===== src/rtl/button_press_classifier_if.sv =====
// Button classifier signal bundle: debounced level in, classification pulses and press count out.
// The master drives the button level; the classifier connects through the slave modport.
interface button_press_classifier_if;
   logic       i_Debounced;
   logic       o_Short_Press;
   logic       o_Long_Press;
   logic       o_Double_Press;
   logic [7:0] o_Press_Count;

   modport master (
      output i_Debounced,
      input  o_Short_Press,
      input  o_Long_Press,
      input  o_Double_Press,
      input  o_Press_Count
   );

   modport slave (
      input  i_Debounced,
      output o_Short_Press,
      output o_Long_Press,
      output o_Double_Press,
      output o_Press_Count
   );
endinterface


===== src/rtl/button_press_classifier.sv =====
// Classifies each press sequence of a debounced button as short, long or double,
// and keeps a wrapping 8-bit count of press onsets.
module button_press_classifier #(
   parameter int LONG_LIMIT   = 50_000_000,
   parameter int DOUBLE_LIMIT = 12_500_000
) (
   input  logic                      i_Clk,
   input  logic                      i_Rst_L,
   button_press_classifier_if.slave  bus
);

   localparam int MAX_LIMIT = (LONG_LIMIT > DOUBLE_LIMIT) ? LONG_LIMIT : DOUBLE_LIMIT;
   localparam int CNT_W     = $clog2(MAX_LIMIT);
   localparam logic [CNT_W-1:0] LONG_LAST   = CNT_W'(LONG_LIMIT - 1);
   localparam logic [CNT_W-1:0] DOUBLE_LAST = CNT_W'(DOUBLE_LIMIT - 1);

   typedef enum logic [2:0] {
      IDLE,
      PRESSED,
      LONG_HELD,
      WAIT_GAP,
      SECOND_HELD
   } state_t;

   state_t           state;
   logic [CNT_W-1:0] count;
   logic             short_q;
   logic             long_q;
   logic             double_q;
   logic [7:0]       press_count;

   // One counter is shared: it times the hold in PRESSED and the release gap in WAIT_GAP.
   always_ff @(posedge i_Clk or negedge i_Rst_L) begin
      if (!i_Rst_L) begin
         state       <= IDLE;
         count       <= '0;
         short_q     <= 1'b0;
         long_q      <= 1'b0;
         double_q    <= 1'b0;
         press_count <= 8'd0;
      end else begin
         short_q  <= 1'b0;
         long_q   <= 1'b0;
         double_q <= 1'b0;
         case (state)
            IDLE: begin
               if (bus.i_Debounced) begin
                  state       <= PRESSED;
                  count       <= '0;
                  press_count <= press_count + 8'd1;
               end
            end
            PRESSED: begin
               if (bus.i_Debounced) begin
                  if (count == LONG_LAST) begin
                     long_q <= 1'b1;
                     state  <= LONG_HELD;
                  end else begin
                     count <= count + CNT_W'(1);
                  end
               end else begin
                  state <= WAIT_GAP;
                  count <= '0;
               end
            end
            LONG_HELD: begin
               if (!bus.i_Debounced) begin
                  state <= IDLE;
               end
            end
            // Timeout is checked first so a re-press on the last gap edge still yields a short press.
            WAIT_GAP: begin
               if (count == DOUBLE_LAST) begin
                  short_q <= 1'b1;
                  state   <= IDLE;
               end else if (bus.i_Debounced) begin
                  double_q    <= 1'b1;
                  press_count <= press_count + 8'd1;
                  state       <= SECOND_HELD;
               end else begin
                  count <= count + CNT_W'(1);
               end
            end
            SECOND_HELD: begin
               if (!bus.i_Debounced) begin
                  state <= IDLE;
               end
            end
            default: begin
               state <= IDLE;
            end
         endcase
      end
   end

   assign bus.o_Short_Press  = short_q;
   assign bus.o_Long_Press   = long_q;
   assign bus.o_Double_Press = double_q;
   assign bus.o_Press_Count  = press_count;

endmodule

===== src/flat_wrapper.sv =====
// flat-port wrapper written by rule: the top's interface ports become plain ports
module button_press_classifier_flat 
#(
   parameter int LONG_LIMIT   = 50_000_000,
   parameter int DOUBLE_LIMIT = 12_500_000
)
  (i_Clk, i_Rst_L, bus_i_Debounced, bus_o_Short_Press, bus_o_Long_Press, bus_o_Double_Press, bus_o_Press_Count);
  button_press_classifier_if bus_i ();
  input  logic i_Clk;
  input  logic i_Rst_L;
  input wire logic [$bits(bus_i.i_Debounced)-1:0] bus_i_Debounced;
  output wire logic [$bits(bus_i.o_Short_Press)-1:0] bus_o_Short_Press;
  output wire logic [$bits(bus_i.o_Long_Press)-1:0] bus_o_Long_Press;
  output wire logic [$bits(bus_i.o_Double_Press)-1:0] bus_o_Double_Press;
  output wire logic [$bits(bus_i.o_Press_Count)-1:0] bus_o_Press_Count;
  assign bus_i.i_Debounced = bus_i_Debounced;
  assign bus_o_Short_Press = bus_i.o_Short_Press;
  assign bus_o_Long_Press = bus_i.o_Long_Press;
  assign bus_o_Double_Press = bus_i.o_Double_Press;
  assign bus_o_Press_Count = bus_i.o_Press_Count;
  button_press_classifier #(.LONG_LIMIT(LONG_LIMIT), .DOUBLE_LIMIT(DOUBLE_LIMIT)) u_core (.i_Clk(i_Clk), .i_Rst_L(i_Rst_L), .bus(bus_i));
endmodule

===== config.mk =====
export PLATFORM = sky130hd
export DESIGN_NAME = button_press_classifier_flat
export DESIGN_NICKNAME = d
export VERILOG_FILES = /design/src/rtl/button_press_classifier_if.sv /design/src/rtl/button_press_classifier.sv /design/src/flat_wrapper.sv
export SDC_FILE = /design/constraint.sdc
export NUM_CORES = 1
export LEC_CHECK = 0
export CORE_ASPECT_RATIO = 1.2
export CORE_MARGIN = 3
export CORE_UTILIZATION = 45
export CTS_BUF_LIST = sky130_fd_sc_hd__clkbuf_4 sky130_fd_sc_hd__clkbuf_8
export CTS_CLUSTER_DIAMETER = 30
export DETAILED_ROUTE_END_ITERATION = 8
export GPL_TIMING_DRIVEN = 0
export SLEW_MARGIN = 30
export SYNTH_ARGS = -nofsm -noshare
export SYNTH_HDL_FRONTEND = slang
export SYNTH_SLANG_ARGS = --single-unit
export TNS_END_PERCENT = 5

===== constraint.sdc =====
create_clock -name i_Clk -period 5.9 [get_ports i_Clk]
set_clock_uncertainty 0.1 [all_clocks]
set_input_delay 0.885 -clock i_Clk [delete_from_list [all_inputs] [get_ports i_Clk]]
set_output_delay 0.885 -clock i_Clk [all_outputs]
set_load 0.02 [all_outputs]

* Word-level counts from Yosys, hierarchy flattened
Index checks and enable logic that the tools add are counted.
** Storage, ports and cells
- Register bits :: 40
- Input port bits :: 3
- Output and inout port bits :: 11
** Operators by class
- $add $sub $neg :: 2
- Equality and inequality tests :: 13
- Multiplexer cells :: 24
- Reduce and logical (&&, ||, !) cells :: 7
** Operators by type and width (number)
- two-way mux 26 bit :: 5
- one-hot mux 26 bit (3 select lines) :: 1
- adder 26 x 1 -> 26 bit (second input constant) :: 1
- equality test 26 x 24 -> 1 bit (second input constant) :: 1
- equality test 26 bit (second input constant) :: 1
- two-way mux 3 bit :: 6
- two-way mux 8 bit :: 2
- one-hot mux 8 bit (2 select lines) :: 1
- one-hot mux 3 bit (4 select lines) :: 1
- adder 8 x 1 -> 8 bit (second input constant) :: 1
- two-way mux 1 bit :: 8
- != test 2 bit (second input constant) :: 4
- equality test 3 x 2 -> 1 bit (second input constant) :: 2
- != test 3 x 2 -> 1 bit (second input constant) :: 2
- AND reduction 5 bit :: 1
- AND reduction 4 bit :: 1
- equality test 3 x 1 -> 1 bit (second input constant) :: 1
- equality test 3 bit (second input constant) :: 1
- logical NOT 3 bit :: 1
- != test 3 bit (second input constant) :: 1
- nonzero test 3 bit :: 1
- AND reduction 2 bit :: 1
- nonzero test 2 bit :: 1
- OR reduction 2 bit :: 1

* Depth between registers and ports, before layout
- Word-level depth :: 4
- Depth in mapped cells :: 9

* Worst setup path before layout
Ideal clock, no wire load.
- Kind :: flip-flop to flip-flop
- Start :: register u_core.count[16]
- End :: register u_core.count[0]
- Library setup time :: 125 ps
- Data arrival time :: 2349 ps
- Setup slack :: 3326 ps
- Stages on the path, launching flop included :: 8
- Buffers on the path :: 2
- Cells stage by stage :: dfrtp_1 -> or4b_1 -> or4_4 -> o311ai_2 -> a21oi_2 -> buf_6 -> buf_8 -> mux2_2
** On the way
- Longest elaborated chain between the ends :: 3
- Elaborated cells on any way between the ends :: 5
** RTL lines
- from (decl) :: RTL line button_press_classifier.sv:26 : logic [CNT_W-1:0] count;
- from (signal assigned) :: RTL line button_press_classifier.sv:59 : count <= count + CNT_W'(1);
- from (signal assigned) :: RTL line button_press_classifier.sv:81 : count <= count + CNT_W'(1);
- equality test 26 bit or equality test 26 x 24 -> 1 bit (tied branches) :: RTL line button_press_classifier.sv:55, button_press_classifier.sv:73
- != test 3 bit (no source line) or != test 2 bit (tied branches)
- AND reduction 5 bit (no source line) *
Every way passes the cells marked *; elsewhere a longest branch is shown, timed or not.
A chain may end at the register's enable or synchronous reset.

* Worst setup path in the final report
- Start :: register u_core.count[7]
- End :: register u_core.count[21]
** On the way
- Longest elaborated chain between the ends :: 4
- Elaborated cells on any way between the ends :: 11
** RTL lines
- adder 26 x 1 -> 26 bit :: RTL line button_press_classifier.sv:59, button_press_classifier.sv:81
- two-way mux 26 bit (on tied branches) :: RTL line button_press_classifier.sv:76, button_press_classifier.sv:55
- two-way mux 26 bit (on tied branches) :: RTL line button_press_classifier.sv:73, button_press_classifier.sv:54
- one-hot mux 26 bit (3 select lines) :: RTL line button_press_classifier.sv:45 : case (state)
Parallel ways exist; a longest one is shown, timed or not. The select of a mux whose other input is x is not followed.

==> reports/qor.yml <==
outcome:
  status: "finished clean"
worst_setup_path:
  end_kind: "flip-flop"
  critical_path.startpoint_type: "flip-flop"
  path_max_fanout: 10
  required_ns: 6.00
  critical_path_class: "reg2reg"
  r2r.worst_path.cells: 7
  cp.arrival_ns: 3.06
finish:
  antenna_cells: 0
  final_nets: 270
  drive_above_1_share: 0.0940
  fill_cells: 438
  area_delta_synth_final_pct: 14.7
global_routing:
  gr-total-overflow: 0
  grt_use_total: 0.200
  grt_pass1_wl_mm: 9.31
  antenna_found_initial: 0
  grt_pass1_vias: 1909
  grt_max_degree: 22
yosys:
  syn_inst: 245
  syn_avg_cell_area_um2: 9.08
  ys_ff_latch: 40
  synth_top_cell_area_share: 0.450
  synth_nets: 250
  synth_warnings: 0
  synth-edff-count: 0
  yosysMostFrequentCell: "dfrtp_1"
  synthTopCellsByArea: "dfrtp_1 45%, o21ai_0 4.3%, a31oi_1 4.2%"
  ys_types: 46
  syn_area_um2: 2220
  ys_seq_area_frac: 0.450
  ys_async_sr_fraction: 1.00
  synth_common_cells: "40 x dfrtp_1, 22 x nand2_1, 19 x o21ai_0"
  synth_top_area_cell: "dfrtp_1"
  ys.flop_type: "dfrtp_1"
clock_network:
  cts_root_buf: "clkbuf_8"
  cts.sinks: 40
  cts_hold_buffers: 0
  path_clk_slew_ns: 0.08
  cts_setup_buffers: 0
  htreeDepth: 2
  cts_buffers: 5
  clock_latency_ns: 0.30
  cts_tree: "done"
  clk_path_buf_depth: 2
  cts_resized: 0
sta:
  tightest_slew_ns: 0.817
  whs_ns: 0.363
  setup_viol: 0
  period_minus_slack_ns: 2.97
  rsz0062_at_grt: "false"
  final_hold_viol_count: 0
  fmax_ghz: 0.337
  slew_violations: 0
  slew_headroom: 0.454
  period_share: 0.503
  finalSetupTns_ns: 0
place:
  dpl.hpwl_mm: 3.92
  portBuffers: 12
  gp_congestion: 0.860
floorplan:
  coreArea_um2: 4700
  die_y_um: 83
  die_area_um2: 5820
  die_w_um: 70.2
  io_pins: 14
  start_util: 0.473
  core.rowCount: 27
detailed_routing:
  totalWireLength_mm: 5.42
  num_vias: 1968
  ant_nets: 0
  post-route-drc-count: 0
  drt_first_pass_iters: 4
  initialDrtViolationCount: 78
  vias_per_cell: 6.07
  routedWlPerCell_um: 16.7
hold_path:
  hold_class: "reg2reg"
  whs_path_depth: 1
pwr:
  p_per_area_nw_per_um2: 378
  ir_worst_vdd_v: 0.000251
  leakagePower_uw: 0.00108
  finalPower_uw: 963
job:
  drv_cap: 0
-- sequential cells by signal (all words and copies together) (netlist names) --
name	count
u_core.count	26
u_core.state	3
u_core.bus.o_Short_Press	1
u_core.bus.o_Double_Press	1
u_core.bus.o_Long_Press	1
u_core.bus.o_Press_Count	8
-- power by group --
group	switching, uW	internal (uW)	leakage (uW)
sequential	49.4	314	0.000542
clock	96.7	130	0.0000586
combinational	222	151	0.000479
-- area by class of cell --
cell class	count	area (um2)	area share
plain buffers	10	68.8	0.0270
clock inverters	2	35.0	0.0137
flip-flops and latches	40	1000	0.393
inverters	4	15.0	0.00589
repair buffers	13	143	0.0559
well taps	58	72.6	0.0285
multi-input cells	191	1140	0.447
clock buffers	6	76.3	0.0299
-- critical path, stage by stage, from the launching register on --
cell and delay (ns):
dfrtp_1 0.47, or4b_1 0.56, nor4_1 0.51, and4_1 0.29
nand3b_1 0.25, clkbuf_1 0.44, o21ai_0 0.17, o41ai_1 0.08
-- metal layers --
metal,GRT usage,wire (um),vias to the layer above,part of all wire
met4,0.0732,91,0,0.017
met1,0.250,2390,961,0.44
li1,-,-,957,-
met2,0.345,2750,42,0.51
met5,0,0,-,0
met3,0.0315,186,8,0.034
-- through the flow --
stage / util / instances / cell area (um2) / worst slack [ns]
CTS: 0.543 / 324 / 2550 / 2.92
detailed placement: 0.519 / 316 / 2440 / 2.95
floorplan: - / 245 / 2220 / 3.33
global placement: 0.515 / 315 / 2420 / 2.77
finish: 0.543 / 324 / 2550 / 2.93
global route: 0.543 / 324 / 2550 / 2.68
-- cells in the final DEF (no fill, tap or decap), drive strengths merged, types with 2 or more instances in the layout --
cell type       n
o21ai          19
a41oi           2
inv             4
nand2b          2
mux2            2
nand3b          2
a21oi          16
nor4            5
or4b            2
and4            2
dfrtp          40
clkdlybuf4s50  11
a31oi          15
clkbuf         11
or4             4
nor2           16
a22o            3
nand4           8
buf             7
nand2          22
or2b            4
xor2            6
nor3           15
ha              2
and3            9
or3             3
nand3          18
-- final timing paths --
kind | startpoint | endpoint | slack, ns
max | u_core.count[7] | u_core.count[21] | 2.93
min | u_core.bus.o_Press_Count[7] | u_core.bus.o_Press_Count[7] | 0.36
max reg2reg | u_core.count[7] | u_core.count[21] | 2.93
min reg2reg | u_core.bus.o_Press_Count[7] | u_core.bus.o_Press_Count[7] | 0.36
max in group asynchronous | i_Rst_L | u_core.count[8] | 4.77
min in group asynchronous | i_Rst_L | u_core.state[2] | 0.45
-- logic make-up after synthesis --
group	count (synthesis)	share of synthesized area
DFF	40	0.450
buffers and inverters	14	0.0377
and+or+nand+nor	116	0.281
xor gates and xnor gates	7	0.0276
adders and majority gates	2	0.0113
muxes	3	0.0146
AOI/OAI and AO/OA	63	0.177
No activity file was read; power rests on OpenSTA's default activity.
